==> src/rtl/program_loader.sv <==
// rtl/program_loader.sv - framed byte-stream loader that writes instruction memory and gates core reset
module program_loader #(
  parameter int ADDR_WIDTH = 10
) (
  input  logic                  clk,
  input  logic                  rst,
  input  logic                  start,
  input  logic [7:0]            in_data,
  input  logic                  in_valid,
  output logic                  in_ready,
  output logic                  imem_we,
  output logic [ADDR_WIDTH-1:0] imem_addr,
  output logic [31:0]           imem_wdata,
  output logic                  cpu_rst,
  output logic                  busy,
  output logic                  done,
  output logic                  err,
  output logic [ADDR_WIDTH:0]   words_loaded
);

  typedef enum logic [2:0] {
    IDLE, LEN_HI, LEN_LO, DATA, CHECK, DONE, ERR
  } state_t;

  localparam logic [16:0] MAX_WORDS = 17'(1) << ADDR_WIDTH;

  state_t              state, state_nxt;
  logic [15:0]         count;
  logic [23:0]         word_sr;
  logic [1:0]          byte_idx;
  logic [7:0]          csum;
  logic                accept;
  logic                start_ok;
  logic                len_bad;
  logic                last_word;
  logic [15:0]         len_full;
  logic [ADDR_WIDTH:0] wl_next;

  assign accept    = in_valid && in_ready;
  assign start_ok  = start && (state == IDLE || state == DONE || state == ERR);
  assign len_full  = {count[15:8], in_data};
  assign len_bad   = (len_full == 16'd0) || ({1'b0, len_full} > MAX_WORDS);
  assign wl_next   = words_loaded + {{ADDR_WIDTH{1'b0}}, 1'b1};
  assign last_word = (byte_idx == 2'd3) && ({1'b0, count} == 17'(wl_next));

  always_ff @(posedge clk) begin
    if (rst) state <= IDLE;
    else     state <= state_nxt;
  end

  always_comb begin
    state_nxt = state;
    case (state)
      IDLE, DONE, ERR: if (start) state_nxt = LEN_HI;
      LEN_HI:          if (accept) state_nxt = LEN_LO;
      LEN_LO:          if (accept) state_nxt = len_bad ? ERR : DATA;
      DATA:            if (accept && last_word) state_nxt = CHECK;
      CHECK:           if (accept) state_nxt = (in_data == csum) ? DONE : ERR;
      default:         state_nxt = IDLE;
    endcase
  end

  // Status is a pure decode of state; the core stays in reset unless the last load succeeded.
  always_comb begin
    in_ready = 1'b0;
    busy     = 1'b0;
    done     = 1'b0;
    err      = 1'b0;
    cpu_rst  = 1'b1;
    case (state)
      LEN_HI, LEN_LO, DATA, CHECK: begin
        in_ready = 1'b1;
        busy     = 1'b1;
      end
      DONE:    begin done = 1'b1; cpu_rst = 1'b0; end
      ERR:     err = 1'b1;
      default: ;
    endcase
  end

  always_ff @(posedge clk) begin
    if (rst) begin
      count        <= '0;
      word_sr      <= '0;
      byte_idx     <= '0;
      csum         <= '0;
      imem_we      <= 1'b0;
      imem_addr    <= '0;
      imem_wdata   <= '0;
      words_loaded <= '0;
    end else begin
      imem_we <= 1'b0;
      if (start_ok) begin
        count        <= '0;
        byte_idx     <= '0;
        csum         <= '0;
        words_loaded <= '0;
      end
      if (accept) begin
        case (state)
          LEN_HI: count[15:8] <= in_data;
          LEN_LO: count[7:0]  <= in_data;
          DATA: begin
            word_sr  <= {word_sr[15:0], in_data};
            csum     <= csum ^ in_data;
            byte_idx <= byte_idx + 2'd1;
            // Fourth byte completes a word: write it next cycle at the running word count.
            if (byte_idx == 2'd3) begin
              imem_we      <= 1'b1;
              imem_wdata   <= {word_sr, in_data};
              imem_addr    <= words_loaded[ADDR_WIDTH-1:0];
              words_loaded <= wl_next;
            end
          end
          default: ;
        endcase
      end
    end
  end

endmodule

==> config.mk <==
export PLATFORM = sky130hd
export DESIGN_NAME = program_loader
export DESIGN_NICKNAME = d
export VERILOG_FILES = /design/src/rtl/program_loader.sv
export SDC_FILE = /design/constraint.sdc
export NUM_CORES = 1
export LEC_CHECK = 0
export ABC_AREA = 1
export CAP_MARGIN = 20
export CORE_ASPECT_RATIO = 1.1
export CORE_UTILIZATION = 57
export DETAILED_ROUTE_END_ITERATION = 8
export GPL_TIMING_DRIVEN = 0
export PLACE_DENSITY = 0.84
export SLEW_MARGIN = 20
export SYNTH_ARGS = -nofsm -noshare
export SYNTH_HDL_FRONTEND = slang
export SYNTH_SLANG_ARGS = --single-unit
export TNS_END_PERCENT = 10
==> constraint.sdc <==
create_clock -name clk -period 4 [get_ports clk]
set_input_delay 0.8 -clock clk [delete_from_list [all_inputs] [get_ports clk]]
set_output_delay 0.8 -clock clk [all_outputs]
set_load 0.05 [all_outputs]
-- Yosys cells after proc, flatten, opt, wreduce, memory -nomap -nowiden
Index checks and enable logic that the tools add are counted.
- reduce and logical (&&, ||, !) cells: 15
- add/subtract/negate cells: 2
- multiplexer cells: 27
- equal/unequal tests: 14
- bitwise operators: 3
- order comparisons: 1
- operators by type and width (operator ; number):
    2-to-1 mux 11 bit ; 4
    2-to-1 mux 8 bit ; 5
    2-to-1 mux 16 bit ; 2
    2-to-1 mux 3 bit ; 6
    == test 16 x 11 -> 1 bit ; 1
    greater-than comparator 16 x 11 -> 1 bit (second input constant) ; 1
    zero test 16 bit ; 1
    one-hot mux 3 bit (5 select lines) ; 1
    adder 11 x 1 -> 11 bit (second input constant) ; 1
    != test 2 bit (second input constant) ; 5
    == test 3 bit (second input constant) ; 3
    == test 8 bit ; 1
    2-to-1 mux 2 bit ; 4
    bitwise XOR 8 bit ; 1
    == test 3 x 2 -> 1 bit (second input constant) ; 2
    OR reduction 3 bit ; 2
    2-to-1 mux 1 bit ; 5
    AND reduction 5 bit ; 1
    logical AND 1 bit ; 4
    OR reduction 4 bit ; 1
    == test 3 x 1 -> 1 bit (second input constant) ; 1
    zero test 3 bit ; 1
    logical OR 1 bit ; 3
    AND reduction 3 bit ; 1
    other kinds (4) ; 5
- output and inout port bits: 59
- register bits after elaboration: 107
- word-level logic and storage cells: 71
- bits of input ports: 12

-- Depth between registers and ports, before layout
Gate-level depths: netlist (run 1).
- depth in word-level cells: 8
- depth in mapped cells: 15
- gate-level depth less buffers: 15

-- Least setup slack after synthesis (run 1)
Ideal clock, no wire load.
- path kind: reg-to-reg
- from: register words_loaded[0]
- to: register state[1]
- arrival: 2.085 ns
- setup time: 0.115 ns
- buffers on the path: 0
- setup slack: 1.800 ns
- required time: 3.885 ns
- period minus slack after synthesis: 2.200 ns
- stages on the path, launching flop included: 13
- path through: dfxtp_1 ha_1 nand3_2 nor2_4 nand3_1 xor2_1 clkinv_1 nand2_1 nand2_1 nand3_2 nand2_4 a21oi_1 nor2_1
- word-level cells in the longest chain between the ends: 6
- RTL lines (what ; RTL line ; RTL):
    start, declared ; 18 ; output logic [ADDR_WIDTH:0] words_loaded
    start signal, assigned ; 112 ; words_loaded <= wl_next;
    adder 11 x 1 -> 11 bit ; 43 ; assign wl_next = words_loaded + {{ADDR_WIDTH{1'b0}}, 1'b1};
    == test 16 x 11 -> 1 bit ; 44 ; assign last_word = (byte_idx == 2'd3) && ({1'b0, count} == 17'(wl_next));
    logical AND 1 bit ; 44 ;
    logical AND 1 bit ; 57 ; DATA: if (accept && last_word) state_nxt = CHECK;
    != test 2 bit (no source line) ; n/a ;
    AND reduction 5 bit (no source line) ; n/a ;
    end signal, assigned ; 48 ; else state <= state_nxt;
    end, declared ; 27 ; state_t state, state_nxt;
No other way between the ends.
A chain may end at the register's enable or synchronous reset.

-- Final worst setup path (run 1)
- from: register state[1]
- to: output port in_ready
- word-level cells in the longest chain between the ends: 3
- RTL lines (what ; RTL line ; RTL):
    == test 3 x 2 -> 1 bit, or another cell as far along ; 70 ; case (state)
    OR reduction 4 bit * ; 70 ;
    2-to-1 mux 1 bit * ; 70 ;
    end, declared ; 10 ; output logic in_ready,
Mark *: on every way between the ends. The rest lies on a longest branch, timed or not.

==> out/metrics.cfg, run 1 <==
[power_and_ir_drop]
powerDensity_nw_per_um2=425
power_mw=2.36
ir_drop_mv=0.259
p_leak_nw=2.00

[timing]
fin_hold_ws_ns=0.468
setup_viol=0
fin_setup_tns_ns=0
finalHoldViolCount=0
maxSlewViolCount=0
max_freq_ghz=0.325
worst-slew-pin-transition_ns=0.648
post-route-min-period_ns=3.07
maxSlewHeadroom_pct=56.8
fin_skew_ns=0.00827
period_share_pct=76.8
rsz0062_at_grt=no

[die]
dieArea_sq_um=8310
core_area_sq_um=7560
rows=33
initial_core_util_pct=59.9
boundaryPins=71
fp.dieH_um=95.5
chipWidth_um=87.0

[flow_run]
maxCapViolations=0

[worst_setup_path]
start_kind=register
crit_required_ns=3.20
crit_chain=inv_1 > nor2_1 > nand2_1 > nand2_2 > nor2_1 > inv_1 > buf_4 > clkdlybuf4s50_1
slowest_stage=clkdlybuf4s50_1
worstPathMaxFanout=5
cp_top_family=buffers and inverters
critPathBufInv=4
worstSetupPathType=reg2out
crit_path_end_kind=primary output
critPathMaxStageDelay_ns=0.78
cp.arrival_ns=2.27

[cts]
ctsHoldBuffers=0
cts_sinks=107
cts_buffers=9
cts_setup_buffers=0
clock_latency_ns=0.37
clk_pin_slew_ns=0.11
cts_resized=0
htree_num_levels=3
cts_root_buf=clkbuf_8
cts.path.max_buffers=2
cts_tree=built

[global_routing]
grt.overflow.total=0
grt_pass1_wl_um=19100
grt_usage_pct=29.8
antenna_found_initial=0
grt_max_degree=21
grt_pass1_vias=4088

[synthesis]
ys_ff_latch=107
syn_inst=615
ys.flop_type=dfxtp_1
ys_seq_area_share_pct=47.3
synth.distinct_cells=38
synthTopCellsByCount=nand2_1 (188), dfxtp_1 (107), a21oi_1 (88)
synthTopCellsByArea=dfxtp_1 (47%), nand2_1 (16%), a21oi_1 (9.7%)
syn_area_per_cell_sq_um=7.36
yosysMostFrequentCell=nand2_1
async_flop_share_pct=0
synth_nets=629
synth-edff-count=0
syn_area_sq_um=4530
yosysTopAreaCell=dfxtp_1
synth_warnings=0
yosysTopAreaCellShare_pct=47.3

[layout]
diodes=0
nets=709
area_delta_synth_final_pct=22.4
drive_above_1_share_pct=8.43
stdcell_area_sq_um=5550
fill_cells=623

[drt]
drt_iter0_drc=285
routed_via_density=5.34
drt_wl_total_um=11700
drc=0
route.detailed.wl_per_inst_um=14.5
vias=4296
postRouteAntennaNets=0
dr.pass1.iters=6

[hold_path]
timing.hold.worst.class=reg2reg

[placed_design]
finalWeightedCongestion=0.893
dp_hpwl_um=8600
port_buffers=69
place_area_sq_um=5350

[run_status]
status=finished, final reports clean

==> flip-flops by register name, summed over array words and instances (netlist names) <==
| register | flops |
|---|---|
| state | 3 |
| count | 16 |
| word_sr | 24 |
| imem_we | 1 |
| byte_idx | 2 |
| imem_addr | 10 |
| imem_wdata | 32 |
| words_loaded | 11 |
| csum | 8 |
==> final timing paths <==
| path | startpoint | endpoint | slack [ns] | depth (start not counted) |
|---|---|---|---|---|
| setup / recovery | state[1] | in_ready | 0.93 | 8 |
| hold / removal | count[14] | count[14] | 0.47 | 2 |
| setup reg to reg | words_loaded[0] | state[0] | 1.94 | 12 |
| hold reg to reg | count[14] | count[14] | 0.47 | 2 |
==> per-layer routing <==
| metal | vias up | GRT usage (%) | share of wire (%) |
|---|---|---|---|
| met2 | 136 | 54.9 | 52 |
| met5 | - | 0 | 0 |
| met4 | 0 | 14.2 | 2.2 |
| li1 | 2164 | - | - |
| met3 | 24 | 4.85 | 4.4 |
| met1 | 1972 | 33.2 | 41 |
==> report_power, final <==
group          internal [mW]  switching, mW  total (mW)  leakage [nW]
registers               1.12         0.0487        1.16         0.864
logic                  0.188          0.356       0.544          1.04
clock network          0.243          0.406       0.649        0.0951
==> layout make-up <==
type	count	area, sq um	share of cell area [%]
plain buffers	31	141	2.55
flip-flops and latches	107	2140	38.6
well taps	105	131	2.37
multi-input cells	436	2090	37.7
clock buffers	9	124	2.23
inverters	41	156	2.82
repair buffers	69	691	12.5
clock inverters	7	70.1	1.26
==> per-stage QoR <==
step,setup WS (ns),util [%],cells
floorplan,1.80,-,615
global placement,1.39,70.8,789
detailed placement,1.34,70.8,789
CTS,0.919,73.4,805
global route,0.814,73.4,805
finish,0.927,73.4,805
==> cell usage in the layout, fill, tap and decap left out, types with 3 or more instances in the layout <==
cell type,n
nand3_1,24
o32ai_1,3
buf_1,5
xor2_1,7
dfxtp_1,107
clkbuf_8,9
inv_1,33
buf_2,8
clkdlybuf4s50_1,69
o21ai_1,3
nor2_4,3
nand3_2,5
nand2_2,6
o22ai_1,4
nand2_1,188
nor2_2,5
nor3_1,4
inv_2,6
nand3b_1,4
nor2_1,35
clkbuf_1,15
a21oi_1,88
a211oi_1,4
o21ai_0,36
==> logic make-up after synthesis <==
kind of cell | after synthesis | share of synthesized area, %
compound gates | 143 | 16.7
flops | 107 | 47.3
fa+ha+maj | 2 | 0.552
buf+inv | 72 | 6.57
xor+xnor | 9 | 1.74
simple gates | 282 | 27.1
==> worst reg2reg max path: stages (launching register included) <==
cell	delay, ns
dfxtp_1	0.46
ha_1	0.29
nand3_2	0.14
nor2_4	0.16
nand3_1	0.11
xor2_1	0.23
clkinv_1	0.13
nand2_1	0.07
nand2_1	0.05
nand3_2	0.09
nand2_4	0.07
a21oi_1	0.12
nor2_1	0.06
No activity file was read; power rests on OpenSTA's default activity.
==> inputs of run 2 (changes only) <==
--- a/config.mk
+++ b/config.mk
@@ -8,10 +8,10 @@
 export ABC_AREA = 1
 export CAP_MARGIN = 20
 export CORE_ASPECT_RATIO = 1.1
-export CORE_UTILIZATION = 57
+export CORE_UTILIZATION = 48
 export DETAILED_ROUTE_END_ITERATION = 8
 export GPL_TIMING_DRIVEN = 0
-export PLACE_DENSITY = 0.84
+export PLACE_DENSITY = 0.75
 export SLEW_MARGIN = 20
 export SYNTH_ARGS = -nofsm -noshare
 export SYNTH_HDL_FRONTEND = slang
==> constraint.sdc (replaced) <==
create_clock -name clk -period 2.6 [get_ports clk]
set_input_delay 0.52 -clock clk [delete_from_list [all_inputs] [get_ports clk]]
set_output_delay 0.52 -clock clk [all_outputs]
set_load 0.05 [all_outputs]
==> out/metrics.cfg, run 2 (synthesized netlist as in run 1, its figures left out) <==
[global_routing]
grt.overflow.total=0  ; unchanged
grt_pass1_vias=4076  ; -0.29%
grt_max_degree=20  ; -4.8%
antenna_found_initial=0  ; unchanged
grt_usage_pct=24.9  ; -4.9 points
grt_pass1_wl_um=19400  ; +1.6%

[die]
fp.dieH_um=104  ; +8.8%
core_area_sq_um=9010  ; +19%
boundaryPins=71  ; unchanged
chipWidth_um=94.6  ; +8.8%
dieArea_sq_um=9830  ; +18%
rows=36  ; +9.1%
initial_core_util_pct=50.3  ; -9.7 points

[power_and_ir_drop]
p_leak_nw=2.02  ; +0.73%
ir_drop_mv=0.437  ; +69%
powerDensity_nw_per_um2=660  ; +55%

[layout]
fin_cells=814  ; +1.1%
top_register=imem_wdata
largest_reg_flops=32  ; unchanged
area_delta_synth_final_pct=22.9
drive_above_1_share_pct=8.57  ; +0.14 points
nets=709  ; unchanged
final_common_cell=nand2_1
reg.largest.list=imem_wdata: 32 flops, word_sr: 24 flops, count: 16 flops
diodes=0  ; unchanged
final_cell_mix=nand2_1 (188), dfxtp_1 (107), a21oi_1 (88)
finish.utilization_pct=61.8  ; -12 points

[placed_design]
placed_cells=798  ; +1.1%
finalWeightedCongestion=0.841  ; -5.9%
dp_hpwl_um=8620  ; +0.27%
port_buffers=69  ; unchanged

[timing]
period_share_pct=95.6
worst-slew-pin-transition_ns=0.654  ; +0.00589 ns
post-route-min-period_ns=2.48
fin_skew_ns=0.00856  ; +0.000285 ns
setup_viol=0  ; unchanged
finalHoldViolCount=0  ; unchanged
max_freq_ghz=0.402
fin_setup_tns_ns=0  ; unchanged
maxSlewViolCount=0  ; unchanged
fin_hold_ws_ns=0.467  ; -0.00144 ns
maxSlewHeadroom_pct=56.4  ; -0.39 points
rsz0062_at_grt=no

[worst_setup_path]
cp_top_family=buffers and inverters
worstPathMaxFanout=5  ; unchanged
cp.arrival_ns=1.96  ; -0.31 ns
critPathBufInv=3  ; -1
crit_path_end_kind=primary output
start_kind=register
slowest_stage=clkdlybuf4s50_1
worstSetupPathType=reg2out
crit_required_ns=2.08  ; -1.12 ns
crit_chain=inv_1 > nor2_2 > nand2_1 > inv_2 > clkdlybuf4s50_1
critPathMaxStageDelay_ns=0.79  ; about the same

[flow_run]
maxCapViolations=0  ; unchanged

[hold_path]
timing.hold.worst.class=reg2reg

[drt]
postRouteAntennaNets=0  ; unchanged
route.detailed.wl_per_inst_um=14.2  ; -1.8%
drt_wl_total_um=11600  ; -0.72%
vias=4284  ; -0.28%
drt_iter0_drc=230  ; -19%
drc=0  ; unchanged
dr.pass1.iters=7  ; +1
routed_via_density=5.26  ; -1.4%

[cts]
clock_latency_ns=0.36  ; about the same
cts_buffers=9  ; unchanged
cts_sinks=107  ; unchanged
cts_tree=built
htree_num_levels=3  ; unchanged
clk_pin_slew_ns=0.11  ; about the same
cts_root_buf=clkbuf_8
cts.path.max_buffers=2  ; unchanged

[run_status]
status=finished, final reports clean

[run 2: cell count changes in the layout (fill, tap and decap cells not counted), sizes merged]
cell / before / now
clkdlybuf4s50: 69 / 67
bufinv: 0 / 1
clkbuf: 24 / 25
clkinv: 4 / 5
clkinvlp: 1 / 0
dlygate4sd2: 0 / 1
inv: 43 / 42
[run 2: worst paths after layout]
path	startpoint	end	slack [ns]	cells past startpoint
setup reg to reg	words_loaded[0]	state[0]	0.57	13
hold reg to reg	word_sr[17]	word_sr[17]	0.47	2
hold / removal	word_sr[17]	word_sr[17]	0.47	2
setup / recovery	state[0]	done	0.12	5
[run 2: stage by stage]
step	setup slack, ns	area [sq um]	power (mW)
6_report	0.115	5570	3.67
5_1_grt	0.00311	5570	3.86
4_1_cts	0.0847	5570	3.68
3_5_place_dp	0.216	5360	2.66
3_3_place_gp	0.256	5360	2.63
2_1_floorplan	0.400	4530	2.43
[run 2: worst reg2reg max path, stage by stage (launching register included)]
cell      delay [ns]
dfxtp_1         0.46
ha_1            0.30
nand3_2         0.14
nor2_4          0.15
nand3_1         0.10
xor2_1          0.20
clkinv_1        0.12
nand2_1         0.07
nand2_1         0.06
nand3_2         0.09
nand2_4         0.07
nand3_1         0.07
nand2_1         0.06
nor2_1          0.10
[run 2: layout make-up]
class | instances | area, sq um
tap | 114 | 143
buffer | 31 | 141
fill | 849 | 3440
clock inverter | 7 | 86.3
clock buffer | 9 | 124
multi-input combinational | 436 | 2090
timing repair buffer | 69 | 684
sequential | 107 | 2140
inverter | 41 | 156
[run 2: power breakdown]
group / switching (mW) / internal (mW) / leakage [nW]
sequential: 0.0759 / 1.72 / 0.864
clock: 0.603 / 0.463 / 0.107
combinational: 0.550 / 0.267 / 1.04
[run 2: repair_timing]
item,4_1_cts,5_1_grt
resized for setup,2,2
endpoints found under the setup margin,2,1
setup buffers,0,0
hold buffers,0,0
[run 2: layer usage]
metal / GRT usage, % / up-vias / share of wire (%)
li1: - / 2169 / -
met1: 31.0 / 1999 / 45
met2: 42.7 / 98 / 49
met3: 4.39 / 18 / 3.9
met4: 8.23 / 0 / 1.9
met5: 0 / - / 0
==> inputs of run 3 (changes only) <==
--- a/config.mk
+++ b/config.mk
@@ -7,7 +7,6 @@
 export LEC_CHECK = 0
 export ABC_AREA = 1
 export CAP_MARGIN = 20
-export CORE_ASPECT_RATIO = 1.1
 export CORE_UTILIZATION = 48
 export DETAILED_ROUTE_END_ITERATION = 8
 export GPL_TIMING_DRIVEN = 0
==> out/metrics.cfg, run 3 (synthesized netlist as in run 1, its figures left out) <==
[run_status]
status=finished, final reports clean

[global_routing]
grt.overflow.total=0  ; unchanged
grt_pass1_vias=3896  ; -4.4%
grt_usage_pct=23.9  ; -0.97 points
antenna_found_initial=0  ; unchanged
grt_max_degree=20  ; unchanged
grt_pass1_wl_um=18700  ; -3.8%

[die]
core_area_sq_um=9200  ; +2.1%
boundaryPins=71  ; unchanged
rows=35  ; -2.8%
initial_core_util_pct=49.3  ; -1.0 points
chipWidth_um=99.1  ; +4.8%
fp.dieH_um=99.1  ; -4.6%
dieArea_sq_um=9830  ; about the same

[layout]
reg.largest.list=imem_wdata: 32 flops, word_sr: 24 flops, count: 16 flops
largest_reg_flops=32  ; unchanged
finish.utilization_pct=60.3  ; -1.5 points
drive_above_1_share_pct=8.43  ; -0.14 points
diodes=0  ; unchanged
area_delta_synth_final_pct=22.3
final_cell_mix=nand2_1 (188), dfxtp_1 (107), a21oi_1 (88)
nets=709  ; unchanged
final_common_cell=nand2_1
top_register=imem_wdata

[timing]
fin_skew_ns=0.0141  ; +0.00559 ns
finalHoldViolCount=0  ; unchanged
maxSlewHeadroom_pct=59.6  ; +3.3 points
setup_viol=0  ; unchanged
fin_setup_tns_ns=0  ; unchanged
period_share_pct=94.2  ; -1.4 points
rsz0062_at_grt=no
maxSlewViolCount=0  ; unchanged
max_freq_ghz=0.408  ; +1.5%
post-route-min-period_ns=2.45  ; -0.0363 ns
worst-slew-pin-transition_ns=0.605  ; -0.0490 ns

[worst_setup_path]
worstPathMaxFanout=5  ; unchanged
cp.arrival_ns=1.93  ; -0.03 ns
worstSetupPathType=reg2out
crit_required_ns=2.08  ; about the same
crit_path_end_kind=primary output
start_kind=register
reg2reg_depth=12  ; -1

[cts]
ctsHoldBuffers=0  ; unchanged
cts_root_buf=clkbuf_8
htree_num_levels=3  ; unchanged
clock_latency_ns=0.37  ; about the same
cts_tree=built
cts_sinks=107  ; unchanged
cts.path.max_buffers=2  ; unchanged
cts_buffers=9  ; unchanged
clk_pin_slew_ns=0.10  ; about the same
cts_setup_buffers=0  ; unchanged

[power_and_ir_drop]
power_mw=3.58  ; -2.5%
p_leak_nw=2.02  ; +0.18%
powerDensity_nw_per_um2=647  ; -2.1%
ir_drop_mv=0.291  ; -33%

[drt]
drt_iter0_drc=211  ; -8.3%
vias=4261  ; -0.54%
drt_wl_total_um=11300  ; -2.4%
route.detailed.wl_per_inst_um=13.9  ; -2.0%
postRouteAntennaNets=0  ; unchanged
routed_via_density=5.25  ; -0.17%
drc=0  ; unchanged
dr.pass1.iters=4  ; -3

[flow_run]
maxCapViolations=0  ; unchanged

[hold_path]
min_path_cells=2  ; unchanged
timing.hold.worst.class=reg2reg

[placed_design]
dp_hpwl_um=8370  ; -3.0%
finalWeightedCongestion=0.906  ; +7.8%
port_buffers=69  ; unchanged

[run 3: worst paths after layout]
check,from,endpoint,slack (ns)
min,count[15],count[15],0.47
min reg2reg,count[15],count[15],0.47
max,state[1],err,0.15
max reg2reg,words_loaded[0],state[1],0.55
[run 3: per-layer routing]
layer  global-route usage [%]  part of all wire [%]  vias to the layer above
li1                         -                     -                     2167
met1                     33.2                    46                     1926
met2                     37.8                    46                      149
met3                     3.87                   6.7                       19
met4                     8.60                   1.8                        0
met5                        0                     0                        -
[run 3: worst max-delay path, cell delays in order, from the launching register on]
cell             delay [ns]
dfxtp_1                0.43
inv_1                  0.08
nor2_1                 0.12
nand2_1                0.06
inv_1                  0.08
clkdlybuf4s50_1        0.80
[run 3: through the flow]
step / cells / cell area [sq um] / setup WS [ns] / hold slack (ns)
2_1_floorplan: 615 / 4530 / 0.400 / 0.437
3_3_place_gp: 795 / 5360 / 0.220 / 0.446
3_5_place_dp: 795 / 5360 / 0.144 / 0.454
4_1_cts: 811 / 5540 / 0.0822 / 0.468
5_1_grt: 811 / 5540 / 0.0219 / 0.490
6_report: 811 / 5540 / 0.152 / 0.468
[run 3: area by class of cell]
class	instances	area, sq um
Multi-Input combinational cell	436	2090
Fill cell	829	3650
Clock inverter	6	56.3
Inverter	41	156
Timing Repair Buffer	69	689
Buffer	31	141
Clock buffer	10	128
Tap cell	111	139
Sequential cell	107	2140
[run 3: repair_timing]
action	CTS	global route
endpoints found under the setup margin	2	2
gates resized for setup	2	3
pin swaps	0	0
[run 3: where the power goes]
group / switching, mW / total [mW] / internal, mW / leakage, nW
Combinational: 0.542 / 0.817 / 0.275 / 1.06
Clock: 0.606 / 0.977 / 0.372 / 0.0913
Sequential: 0.0727 / 1.79 / 1.72 / 0.864
